===== config.mk =====
export PLATFORM = sky130hd
export DESIGN_NAME = fp32_bf16_downconv
export DESIGN_NICKNAME = d
export VERILOG_FILES = /design/src/rtl/nn_dtypes_pkg.sv /design/src/rtl/nn_sync_fifo.sv /design/src/rtl/fp32_bf16_downconv.sv
export SDC_FILE = /design/constraint.sdc
export NUM_CORES = 1
export LEC_CHECK = 0
export CAP_MARGIN = 20
export CELL_PAD_IN_SITES_DETAIL_PLACEMENT = 1
export CELL_PAD_IN_SITES_GLOBAL_PLACEMENT = 2
export CORE_MARGIN = 2
export CORE_UTILIZATION = 38
export DETAILED_ROUTE_END_ITERATION = 6
export PLACE_DENSITY_LB_ADDON = 0.05
export SLEW_MARGIN = 5
export SYNTH_ARGS = -nofsm -noshare
export SYNTH_HDL_FRONTEND = slang
export SYNTH_SLANG_ARGS = --single-unit

===== constraint.sdc =====
create_clock -name clk -period 2.35 [get_ports clk]
set_input_delay 0.47 -clock clk [delete_from_list [all_inputs] [get_ports clk]]
set_output_delay 0.47 -clock clk [all_outputs]
set_load 0.05 [all_outputs]

===== src/rtl/nn_dtypes_pkg.sv =====
// Shared NN datapath types: FP32/BF16 field layouts, BF16 special constants and conversion flags.
package nn_dtypes_pkg;

    typedef struct packed {
        logic        sign;
        logic [7:0]  exponent;
        logic [22:0] mantissa;
    } fp32_t;

    typedef struct packed {
        logic       sign;
        logic [7:0] exponent;
        logic [6:0] mantissa;
    } bf16_t;

    typedef struct packed {
        logic ovf;
        logic unf;
        logic inexact;
    } cvt_flags_t;

    typedef struct packed {
        bf16_t      data;
        cvt_flags_t flags;
    } cvt_result_t;

    localparam bf16_t BF16_QNAN    = 16'h7FC0;
    localparam bf16_t BF16_POS_INF = 16'h7F80;
    localparam bf16_t BF16_NEG_INF = 16'hFF80;

endpackage


===== src/rtl/nn_sync_fifo.sv =====
// Synchronous-reset FIFO for stream stages; a push into a full FIFO is taken when a pop happens on the same edge.
module nn_sync_fifo #(
    parameter int WIDTH = 19,
    parameter int DEPTH = 4
) (
    input  logic                   clk,
    input  logic                   rst,
    input  logic                   push,
    input  logic [WIDTH-1:0]       wr_data,
    input  logic                   pop,
    output logic [WIDTH-1:0]       rd_data,
    output logic                   full,
    output logic                   empty,
    output logic [$clog2(DEPTH):0] count
);

    localparam int AW = $clog2(DEPTH);
    localparam int CW = AW + 1;

    logic [WIDTH-1:0] mem [DEPTH];
    logic [AW-1:0]    wr_ptr;
    logic [AW-1:0]    rd_ptr;
    logic             do_push;
    logic             do_pop;

    assign do_pop  = pop & ~empty;
    assign do_push = push & (~full | do_pop);

    always_ff @(posedge clk) begin
        if (rst) begin
            wr_ptr <= '0;
            rd_ptr <= '0;
            count  <= '0;
        end else begin
            if (do_push)
                wr_ptr <= wr_ptr + AW'(1);
            if (do_pop)
                rd_ptr <= rd_ptr + AW'(1);
            if (do_push && !do_pop)
                count <= count + CW'(1);
            else if (do_pop && !do_push)
                count <= count - CW'(1);
        end
    end

    always_ff @(posedge clk) begin
        if (do_push)
            mem[wr_ptr] <= wr_data;
    end

    assign empty = (count == '0);
    assign full  = (count == CW'(DEPTH));
    // Storage is not reset, so the head is masked to keep the read port at zero while empty.
    assign rd_data = empty ? '0 : mem[rd_ptr];

endmodule


===== src/rtl/fp32_bf16_downconv.sv =====
// FP32 -> BF16 down-converter with status-flag merge, one stage register and a small output FIFO.
// Define FP32_BF16_STOCH_ROUND_EN to replace round-to-nearest-even with LFSR-driven stochastic rounding.
module fp32_bf16_downconv
    import nn_dtypes_pkg::*;
#(
    parameter int          DEPTH     = 4,
    parameter logic [15:0] LFSR_SEED = 16'hACE1
) (
    input  logic        clk,
    input  logic        rst,
    input  logic        in_valid,
    input  logic [31:0] in_data,
    input  logic        in_ovf,
    input  logic        in_unf,
    output logic        in_ready,
    output logic        out_valid,
    input  logic        out_ready,
    output logic [15:0] out_data,
    output logic [2:0]  out_flags,
    output logic        drop_err
);

    localparam int CW = $clog2(DEPTH) + 1;
    localparam int RW = $bits(cvt_result_t);

    // An all-zero seed would lock the LFSR permanently.
    if (LFSR_SEED == 16'h0) begin : g_seed_check
        $error("LFSR_SEED must be nonzero");
    end

    function automatic cvt_result_t convert(input fp32_t d, input logic up_ovf,
                                            input logic up_unf, input logic round_up);
        cvt_result_t r;
        logic [14:0] mag;
        r   = '0;
        mag = '0;
        if (d.exponent == 8'hFF && d.mantissa != '0) begin
            r.data      = BF16_QNAN;
            r.data.sign = d.sign;
        end else if (d.exponent == 8'hFF) begin
            r.data      = d[31:16];
            r.flags.ovf = up_ovf;
        end else if (d.exponent == 8'h00) begin
            r.data.sign     = d.sign;
            r.flags.unf     = (d.mantissa != '0) | up_unf;
            r.flags.inexact = (d.mantissa != '0);
        end else begin
            // A carry out of the mantissa lands in the exponent; reaching FF means the value became Inf.
            mag             = d[30:16] + 15'(round_up);
            r.data          = {d.sign, mag};
            r.flags.ovf     = (mag[14:7] == 8'hFF) | up_ovf;
            r.flags.unf     = up_unf;
            r.flags.inexact = |d[15:0];
        end
        return r;
    endfunction

    logic              accept;
    logic              round_up;
    cvt_result_t       cvt;
    logic              s1_valid;
    cvt_result_t       s1_q;
    logic [CW-1:0]     fifo_count;
    logic              fifo_full;
    logic              fifo_empty;
    logic [RW-1:0]     fifo_rd;

    assign in_ready = ~fifo_full & ((fifo_count + CW'(s1_valid)) < CW'(DEPTH));
    assign accept   = in_valid & in_ready;

`ifdef FP32_BF16_STOCH_ROUND_EN
    logic [15:0] lfsr;

    assign round_up = (17'(in_data[15:0]) + 17'(lfsr)) >= 17'h10000;

    always_ff @(posedge clk) begin
        if (rst)
            lfsr <= LFSR_SEED;
        else if (accept)
            lfsr <= {lfsr[14:0], lfsr[15] ^ lfsr[13] ^ lfsr[12] ^ lfsr[10]};
    end
`else
    assign round_up = in_data[15] & ((|in_data[14:0]) | in_data[16]);
`endif

    assign cvt = convert(fp32_t'(in_data), in_ovf, in_unf, round_up);

    always_ff @(posedge clk) begin
        if (rst) begin
            s1_valid <= 1'b0;
            s1_q     <= '0;
        end else begin
            s1_valid <= accept;
            if (accept)
                s1_q <= cvt;
        end
    end

    always_ff @(posedge clk) begin
        if (rst)
            drop_err <= 1'b0;
        else if (in_valid && !in_ready)
            drop_err <= 1'b1;
    end

    nn_sync_fifo #(
        .WIDTH (RW),
        .DEPTH (DEPTH)
    ) u_fifo (
        .clk     (clk),
        .rst     (rst),
        .push    (s1_valid),
        .wr_data (s1_q),
        .pop     (out_valid & out_ready),
        .rd_data (fifo_rd),
        .full    (fifo_full),
        .empty   (fifo_empty),
        .count   (fifo_count)
    );

    assign out_valid             = ~fifo_empty;
    assign {out_data, out_flags} = fifo_rd;

endmodule

# Word-level counts from Yosys, hierarchy flattened
# Memory sizes are Yosys's and may differ from the RTL's. A register that Yosys moved wholly into a read port is not among the register bits.
# Cells that the tools add are included.
[op_classes]
n_lt_le_gt_ge = 1
bitwise_logic = 12
add_sub_neg = 6
div_mod_pow = 0
shifts = 0
n_reduce_logical = 13
n_mul = 0
n_mux = 13
eq_ne = 3
[op_table]
columns = ["cell", "n"]
rows = [
  ["16-bit two-way mux", 2],
  ["23-bit nonzero test", 1],
  ["19-bit two-way mux", 1],
  ["8-bit equality test (second input constant)", 2],
  ["16-bit OR reduction", 1],
  ["15-bit by 1-bit adder with 15-bit output", 1],
  ["15-bit two-way mux", 1],
  ["15-bit OR reduction", 1],
  ["3-bit two-way mux", 3],
  ["8-bit zero test", 1],
  ["2-bit two-way mux", 4],
  ["1-bit bitwise AND", 6],
  ["2-bit by 1-bit adder with 2-bit output (second input constant)", 2],
  ["1-bit logical AND", 4],
  ["1-bit bitwise OR", 4],
  ["3-bit by 1-bit adder with 3-bit output", 1],
  ["3-bit by 1-bit adder with 3-bit output (second input constant)", 1],
  ["3-bit equality test (second input constant)", 1],
  ["1-bit zero test", 3],
  ["3-bit zero test", 1],
  ["3-bit less-than comparator (second input constant)", 1],
  ["3-bit by 1-bit subtractor with 3-bit output (second input constant)", 1],
  ["1-bit two-way mux", 2],
  ["1-bit inverter", 2],
  ["2-bit nonzero test", 1],
]
[totals]
romBits = 0
mem_bits_rw = 76
wordCells = 60
in_bits = 38
latchBits = 0
reg_bits = 28
n_memories = 1
[memory_table]
columns = ["name", "words", "width", "read_ports", "rd_ports_with_merged_regs", "write_ports", "line_no", "source"]
rows = [
  ["u_fifo.mem", 4, 19, 1, 1, 1, "nn_sync_fifo.sv:20", "logic [WIDTH-1:0] mem [DEPTH];"],
]

# Logic depth before layout (Yosys ltp)
# Gate-level depths: netlist (run 1).
[depth]
ltp_word = 10
mapped_depth = 8
ltp_nobuf = 8

# By module
# Synthesis (run 1) repeated with hierarchy kept, for this count alone.
[unflattened]
cells_unflattened = 327
hier_area_um2 = 4732.0
[modules_own_cells]
columns = ["mod", "instances", "seq_area_each_um2", "cells_each", "area_per_inst_um2"]
rows = [
  ["nn_sync_fifo", 1, 2462.4, 169, 3462.1],
  ["fp32_bf16_downconv", 1, 420.4, 158, 1270.0],
]

# Least setup slack after synthesis (run 1)
# No wires, ideal clock.
[synth_path]
path_type = "reg2out"
startpoint = "register (tool-made name)"
endpoint = "output port out_data[10]"
t_arrival_ps = 1735
path_buffers = 2
slack_ps = 145
t_required_ps = 1880
stages_incl_launch_ff = 5
cell_sequence = "dfxtp_1 > buf_2 > buf_2 > mux4_2 > and2_1"
[synth_rtl]
columns = ["element", "line_no", "source"]
rows = [
  ["end, declared", "fp32_bf16_downconv.sv:18", "output logic [15:0] out_data,"],
]

==> results of run 1 <==
## metrics by stage
stage | cell area [um^2] | setup TNS (ns) | hold slack, ns | power [mW]
floorplan | 4700 | 0 | 0.459 | 3.81
global placement | 5640 | 0 | 0.453 | 4.50
detailed placement | 5640 | -0.0639 | 0.474 | 4.54
CTS | 5940 | 0 | 0.494 | 6.00
global route | 5970 | 0 | 0.537 | 6.28
finish | 5970 | 0 | 0.489 | 5.99
## flip-flops by register name (all words and copies together) (netlist names), named ones only
| signal | cells |
|---|---|
| u_fifo.wr_ptr | 2 |
| u_fifo.count | 3 |
| drop_err | 1 |
| s1_valid | 1 |
| s1_q | 19 |
| u_fifo.rd_ptr | 2 |
| u_fifo.mem | 76 |
## worst min path at each step
stage	end	slack [ns]	cells past startpoint
after detailed placement	drop_err	0.47	2
after CTS	drop_err	0.49	2
after global routing	u_fifo.mem[3][8]	0.54	0
after global placement	drop_err	0.45	2
after floorplan	s1_q[10]	0.46	2
final	drop_err	0.49	2
## Yosys cell counts, types with 3 or more instances
cell type and instances:
sky130_fd_sc_hd__edfxtp_1 76, sky130_fd_sc_hd__nand3_1 13, sky130_fd_sc_hd__and2_1 25, sky130_fd_sc_hd__mux4_2 19
sky130_fd_sc_hd__nand4_1 6, sky130_fd_sc_hd__a32oi_1 3, sky130_fd_sc_hd__a31oi_1 6, sky130_fd_sc_hd__xnor2_1 5
sky130_fd_sc_hd__mux2i_1 4, sky130_fd_sc_hd__dfxtp_1 30, sky130_fd_sc_hd__or3_1 3, sky130_fd_sc_hd__o211ai_1 5
sky130_fd_sc_hd__xor2_1 6, sky130_fd_sc_hd__nor4_1 7, sky130_fd_sc_hd__inv_1 8, sky130_fd_sc_hd__buf_2 10
sky130_fd_sc_hd__and3_1 8, sky130_fd_sc_hd__a21oi_1 15, sky130_fd_sc_hd__clkbuf_1 10, sky130_fd_sc_hd__o21ai_0 6
sky130_fd_sc_hd__nor2_1 13, sky130_fd_sc_hd__ha_1 6, sky130_fd_sc_hd__nand2_1 20
## layer usage
metal  global-route usage [%]  vias up
li1                         -     1478
met1                     21.8     1466
met2                     28.0       62
met3                     3.06        9
met4                     5.94        0
met5                        0        -
## area by class of cell
type	instances	area (um^2)
Fill cell	1250	6090
Sequential cell	106	2890
Multi-Input combinational cell	203	1680
Timing Repair Buffer	96	858
Clock buffer	12	279
Tap cell	168	210
Inverter	8	30.0
Clock inverter	4	21.3
## where the power goes
group / leakage, nW / internal, mW / switching, mW / total (mW)
sequential: 0.953 / 2.23 / 0.135 / 2.37
clock: 0.153 / 0.843 / 0.627 / 1.47
combinational: 1.03 / 0.903 / 1.25 / 2.16
## kinds of logic after synthesis
kind of cell / Yosys count / synth area share (%)
xor+xnor: 12 / 2.64
compound gates: 53 / 8.01
fa+ha+maj: 7 / 2.02
buf+inv: 31 / 2.85
mux: 24 / 10.2
flops: 106 / 61.3
simple gates: 107 / 13.0
## worst min-delay path: cells and delay by family, from the launching register on
| kind | cells | cell delay [ns] |
|---|---|---|
| and+or+nand+nor | 1 | 0.07 |
| DFF | 1 | 0.34 |
| AOI/OAI and AO/OA | 1 | 0.05 |
==> results_dict.tcl, run 1 <==
set metrics [dict create \
    overflow 0 \
    post-route-worst-setup-slack_ns 0.0951 \
    ys_top_cells_by_area "sky130_fd_sc_hd__edfxtp_1, sky130_fd_sc_hd__dfxtp_1, sky130_fd_sc_hd__mux4_2" \
    cts_setup_buffers 0 \
    report.final.setup_viol 0 \
    cts_tree "yes" \
    floorplan.core_area_um2 12100 \
    worst_path_largest_cell_delay_ns 0.51 \
    routed_via_count 3015 \
    final_common_cell "sky130_fd_sc_hd__edfxtp_1" \
    clk-insertion-delay-late_ns 0.34 \
    yosysTopAreaCellShare_pct 48.5 \
    synth_enable_flop_cells 76 \
    drive_above_1_share_pct 24.5 \
    unrepaired_setup_endpoints_after_global_routing "false" \
    estimated_wirelength_of_the_detail_placed_design_mm 7.32 \
    layout.core_utilization_pct 49.5 \
    worst_r2r_startpoint "u_fifo.count[1]" \
    tritoncts.num_buffers 9 \
    cpMaxStageDelayCell "sky130_fd_sc_hd__mux4_2" \
    floorplan.io_pins 60 \
    route.detailed.vias_per_inst 5.05 \
    final_min_period_over_clock_period_pct 96.0 \
    layout.cells.most_common_list "sky130_fd_sc_hd__edfxtp_1, sky130_fd_sc_hd__buf_4, sky130_fd_sc_hd__clkdlybuf4s50_1" \
    detail_route.drc_violations 0 \
    grt_start_max_net_pins 30 \
    worst_setup_ep_type "primary output" \
    worst_pin_slew_ns 0.498 \
    reg2reg_depth 8 \
    cp.required_ns 1.88 \
    routed-wl-met2_mm 4.87 \
    power.density_cell_area_nw_per_um2 1000 \
    gr-usage-all-layers_pct 16.7 \
    max_freq_mhz 443 \
    gp_congestion 0.776 \
    timing_worst_setup_path_type "flop to primary output" \
    clock_sinks 106 \
    timing.max_slew.rel_slack_pct 66.7 \
    detail_route.wirelength_mm 10.4 \
    path_max_fanout 10 \
    rows 40 \
    die_w_um 115 \
    die-area_um2 13300 \
    routed_wire_length_per_instance_um 17.4 \
    grt_antenna_before_repair 0 \
    worst_voltage_drop_across_the_vdd_grid_mv 0.359 \
    timing.reg2reg.setup_slack_ns 0.23 \
    yosys_synthesis_warning_count 0 \
    asyncSetResetFlopFracSynth_pct 0 \
    met1_length_mm 5.03 \
    finish.net_count 469 \
    grt_pass1_vias 3182 \
    outcome "finished clean" \
    final_hold_viol_count 0 \
    p_leak_nw 2.13 \
    dr_wl_met3_um 343 \
    synthDominantAreaCellType "sky130_fd_sc_hd__edfxtp_1" \
    stdcell_count 597 \
    root_buffer "sky130_fd_sc_hd__clkbuf_16" \
    synth_cell_type_count 54 \
    pre_cts_ws_ns -0.0345 \
    cp.arrival_ns 1.78 \
    synth-seq-area-share_pct 61.3 \
    antenna_cells 0 \
    placement.io_buffers 59 \
    timing.critical_path.to "out_data[8]" \
    post_synthesis_instance_total 340 \
    drtIter0Drc 142 \
    post-place-cells 580 \
    critPathTopFamily "multiplexers" \
    area_delta_synth_final_pct 27.0 \
    h-tree-depth 3 \
    postSynthRegisterBits 106 \
    maxSlewViolCount 0 \
    syn-mean-instance-area_um2 13.8 \
    timing.hold.worst.class "flop to flop" \
    floorplan.initialDensity_pct 39.0 \
    grt_first_pass_wirelength_mm 16.6 \
    ctsLongestPathBuffers 2 \
    critical_path_depth 4 \
    timing.final.crit_period_ns 2.25 \
    worst_hold_startpoint "drop_err" \
    max_cap_violations 0 \
    clkSlewWorstSetupHoldPaths_ns 0.07 \
    clock_skew_ns 0.0104 \
    die-height_um 115 \
    cts.repair.resized 0 \
    critical_path.reg2reg.endpoint "u_fifo.count[2]" \
    crit_chain "buf_12 > mux4_2 > and2_1 > buf_4" \
    critical_path_buf_inv_count 2 \
    ys_dominant_reg_cell "sky130_fd_sc_hd__edfxtp_1" \
    setup.worst_path.start_class "flop" \
    post_synth_design_cell_area_um2 4700 \
    synth_nets 385 \
    top_layer_used "met4" \
    drtPass1Iterations 4 \
    post_detailed_route_count_of_antenna_violating_nets 0 \
    ctsHoldBuffers 0 \
]
Power figures use the tool's default switching activity.
==> inputs of run 2 (changes only) <==
--- a/config.mk
+++ b/config.mk
@@ -12,6 +12,7 @@
 export CORE_UTILIZATION = 38
 export DETAILED_ROUTE_END_ITERATION = 6
 export PLACE_DENSITY_LB_ADDON = 0.05
+export SKIP_CTS_REPAIR_TIMING = 1
 export SLEW_MARGIN = 5
 export SYNTH_ARGS = -nofsm -noshare
 export SYNTH_HDL_FRONTEND = slang
==> results of run 2 <==
Final layout, timing and power as in run 1 (identical DEF).
==> edit 1, RTL diff (config.mk and constraints of run 1) <==
`DEPTH` is set to 4 in 2 places; all go to 2.
--- a/src/rtl/nn_sync_fifo.sv
+++ b/src/rtl/nn_sync_fifo.sv
@@ -3,3 +3,3 @@
     parameter int WIDTH = 19,
-    parameter int DEPTH = 4
+    parameter int DEPTH = 2
 ) (
--- a/src/rtl/fp32_bf16_downconv.sv
+++ b/src/rtl/fp32_bf16_downconv.sv
@@ -5,3 +5,3 @@
 #(
-    parameter int          DEPTH     = 4,
+    parameter int          DEPTH     = 2,
     parameter logic [15:0] LFSR_SEED = 16'hACE1
Formal check against the unedited RTL: not equivalent (Yosys sat finds a counterexample within 4 cycles, from zero or initial values and one cycle with rst high).
==> edit 1 against run 1 <==
  * Synthesized area shrank 35%
  * Routed wire length shrank 25%
  * Worst setup slack gained 0.00079 ns
  * Clock skew grew 0.0012 ns
  * Power shrank 24%
  * Count of clock-buffer cells in the layout shrank 2
  * Register-to-register slack gained 0.32 ns
  * Sequential share of layout area shrank 11 points
  * First-iteration DRC count shrank 37%
  * Fmax is essentially flat
  * Design area shrank 25%
  * Sequential cell count shrank 42
  * Non-clock buffer count grew 8
  * Sequential power shrank 37%
  * Critical path type is now primary input to flip-flop
  * Highest routed layer unchanged
==> edit 1: results <==
[synth]
yosys.cell_types.count = 49
synth_fp_nets = 331
synth_edf_count = 38
syn_avg_cell_area_um2 = 10.5
yosys-top-cells-count = edfxtp_1, nor2_1, dfxtp_1, nand2_1, a21oi_1
yosysSeqAreaShare_pct = 54.2
synthTopCellsByArea = edfxtp_1, dfxtp_1, mux2i_1, nor2_1, a21oi_1

[finish]
diodes = 0
finalNonFillerCells = 494
num-fill-cells = 830
largest_register_ffs = 38
nets = 427
reg_top3 = u_fifo.mem: 38 flops, s1_q: 19 flops, u_fifo.count: 2 flops

[routing]
dr.pass1.iters = 4
avgRoutedWirePerCell_um = 15.7
dr.first_iter.drc_count = 90
viasPerCell = 5.14

[grt]
grt_max_degree = 27
grt_pass1_vias = 2596
antenna_found_initial = 0
grt_pass1_wl_um = 12900

[run_status]
status = completed

[pwr]
ir_drop_mv = 0.420

[clocking]
clock-root-buffer = clkbuf_8

[sta]
slew_headroom_pct = 66.5
clock_skew_ns = 0.0116

[place]
place_hpwl_um = 6070
post-place-ws_ns = -0.352
place_inst = 478
gp_congestion = 0.840

[worst_setup_path]
path_delay_family = simple AND/OR/NAND/NOR gates
crit_slowest_cell = or4_4
cp.arrival_ns = 2.50
crit_fanout = 3
==> edit 1: area by class of cell <==
cell class                 instances  area share [%]
timing repair buffer             104            25.6
sequential                        64            37.2
clock inverter                     6           0.813
clock buffer                      10            2.86
inverter                           4           0.336
tap                              102            2.86
multi-input combinational        204            30.3
==> edit 1: path summary, 6_finish.rpt <==
check / startpoint / to / slack [ns] / cells after the start
max reg2reg: u_fifo.count[0] / s1_q[9] / 0.55 / 6
min reg2reg: s1_q[5] / u_fifo.mem[0][5] / 0.45 / 0
min: s1_q[5] / u_fifo.mem[0][5] / 0.45 / 0
max: in_data[15] / s1_q[2] / 0.1 / 8
==> edit 1: power breakdown <==
| group | switching [mW] | total (mW) | internal (mW) |
|---|---|---|---|
| clock | 0.411 | 0.788 | 0.377 |
| sequential | 0.103 | 1.50 | 1.40 |
| combinational | 1.30 | 2.28 | 0.982 |
| total | 1.81 | 4.57 | 2.76 |
==> edit 1: metrics by stage <==
stage	area [µm²]	setup TNS, ns	util (%)
after floorplan	3090	0	-
after global placement	4280	-0.709	55.1
after detailed placement	4280	-1.26	55.1
after CTS	4440	0	57.2
after global routing	4470	-0.00464	57.5
final	4470	0	57.5
==> edit 1: cell families (layout without fill, tap and decap cells) <==
logic type	Yosys count	count (layout)	synth area share [%]
xor gates and xnor gates	15	15	4.29
adders and majority gates	2	2	0.816
DFF	64	64	54.2
and+or+nand+nor	118	118	20.9
muxes	21	21	6.86
buffers and inverters	23	124	3.10
AOI/OAI and AO/OA	48	48	9.84
==> edit 1: timing repair <==
item | in CTS | in global routing
pin swaps | 0 | 2
setup endpoints to repair | 1 | 2
resized for setup | 1 | 6
==> edit 1: routing by layer <==
layer	GRT usage (%)	wire length, µm
met5	0	0
met4	6.16	87
met3	3.77	289
met2	31.5	3740
met1	24.7	3640
==> edit 2, RTL diff (flow settings as in run 1) <==
Without the edit above. Register the output `out_flags`; this adds one clock of latency there. The other outputs are not delayed to match.
--- a/src/rtl/fp32_bf16_downconv.sv
+++ b/src/rtl/fp32_bf16_downconv.sv
@@ -24,2 +24,4 @@
     localparam int RW = $bits(cvt_result_t);
+
+    logic [2:0] out_flags_d;
 
@@ -121,3 +123,7 @@
     assign out_valid             = ~fifo_empty;
-    assign {out_data, out_flags} = fifo_rd;
+    assign {out_data, out_flags_d} = fifo_rd;
+
+    always_ff @(posedge clk) begin
+        out_flags <= out_flags_d;
+    end
 
Check against the original RTL: not equivalent (Yosys sat finds a counterexample within 4 cycles, from zero or initial values and one cycle with rst high).
==> edit 2 against run 1 <==
  * Power up 0.26%
  * Worst setup slack worse by 0.010 ns
  * Non-clock buffer count grew 11
  * Synthesized area down 1.8%
  * Design area is 0.17% higher
  * Fmax down 0.46%
  * Critical path depth did not move
  * Via count shrank 0.90%
  * Worst hold slack worse by 0.0072 ns
  * Combinational power fell by 2%
  * Routed wire length fell by 4.1%
  * Die area is 1.7% lower
  * Sequential cell count grew 3
  * Synthesized cell count shrank 5.6%
  * Critical path type unchanged
  * Largest power group unchanged
==> edit 2: results <==
[clocking]
cts_buffers = 9
clockBufferDepth = 2
clkTransAtPathRegs_ns = 0.07

[synth]
yosys.cell_types.count = 46
ys.warnings.count = 0
synth_edf_count = 76
yosysSeqAreaShare_pct = 63.7
synth_fp_nets = 366
synthTopCellsByArea = edfxtp_1, dfxtp_1, mux4_2, and2_1, xor2_1
yosys-top-cells-count = edfxtp_1, dfxtp_1, and2_1, nand2_1, nor2_1
syn_avg_cell_area_um2 = 14.4

[sta]
clock_skew_ns = 0.00872
max_freq_ghz = 0.441
hold_violations = 0
slew_headroom_pct = 60.6

[routing]
vias = 2988
viasPerCell = 5.18
dr.first_iter.drc_count = 162
drt_wl_total_um = 9980

[pwr]
ir_drop_mv = 0.335
p_leak_nw = 2.13

[run_status]
status = completed

[finish]
area_delta_synth_final_pct = 29.5
num-fill-cells = 1222
final_layout_size_suffix_gt1_share_pct = 25.6
reg_top3 = u_fifo.mem: 76 flops, s1_q: 19 flops
nets = 470

[grt]
grt_pass1_vias = 3089
grt_usage_pct = 16.2
grt_pass1_wl_um = 15900

[place]
place_hpwl_um = 6940
post-place-ws_ns = -0.0895
gp_congestion = 0.747
place_area_um2 = 5650

[worst_setup_path]
cp.arrival_ns = 1.80
edit 2: cell types whose count changed in the layout (fill, tap and decap cells not counted), sizes merged, moves of 4 or more:
cell,change
and3,-6
nand3,-9
buf,+8
nor2,+7
a31oi,-4
o21ai,+4
a21oi,-4
xor2,+5
edit 2: power breakdown:
part	switching [mW]	total, mW	internal (mW)
clock	0.620	1.45	0.825
combinational	1.20	2.12	0.914
sequential	0.147	2.44	2.30
total	1.97	6.01	4.04
edit 2: repair_timing:
| action | in CTS | in global routing |
|---|---|---|
| gates resized for setup | 0 | 1 |
| hold endpoints to repair | 0 | 0 |
| hold buffers | 0 | 0 |
| buffers inserted | 0 | 3 |
| setup endpoints to repair | 0 | 8 |
edit 2: how the worst min path moves through the flow:
stage | from | endpoint | slack [ns]
2_1_floorplan | s1_q[11] | s1_q[11] | 0.46
3_3_place_gp | drop_err | drop_err | 0.46
3_5_place_dp | drop_err | drop_err | 0.47
4_1_cts | drop_err | drop_err | 0.49
5_1_grt | s1_q[15] | s1_q[15] | 0.52
6_report | drop_err | drop_err | 0.48
edit 2: critical path: cells and delay by family (launching register included):
kind,cells,cell delay [ns]
buffers and inverters,2,0.36
DFF,1,0.41
muxes,1,0.51
and+or+nand+nor,1,0.17
edit 2: cells by family after synthesis:
logic type      count (synthesis)  share of synthesized area (%)
flops                         109                           63.7
simple gates                  104                           12.9
compound gates                 42                           6.18
mux                            23                           10.2
buf+inv                        20                           1.73
xor+xnor                       16                           3.20
fa+ha+maj                       7                           2.06
edit 2: routing by layer:
layer,part of all wire [%],global-route usage (%),up-vias
met5,0,0,-
met4,1.5,5.61,0
met3,3.3,3.12,10
met2,49,27.0,66
met1,47,21.2,1475
li1,-,-,1437
edit 2: final cells by class:
cell class / count / share of cell area (%)
inverter: 6 / 0.377
clock buffer: 12 / 3.95
multi-input combinational: 192 / 26.7
clock inverter: 4 / 0.816
sequential: 109 / 49.2
timing repair buffer: 107 / 15.9
tap: 147 / 3.08
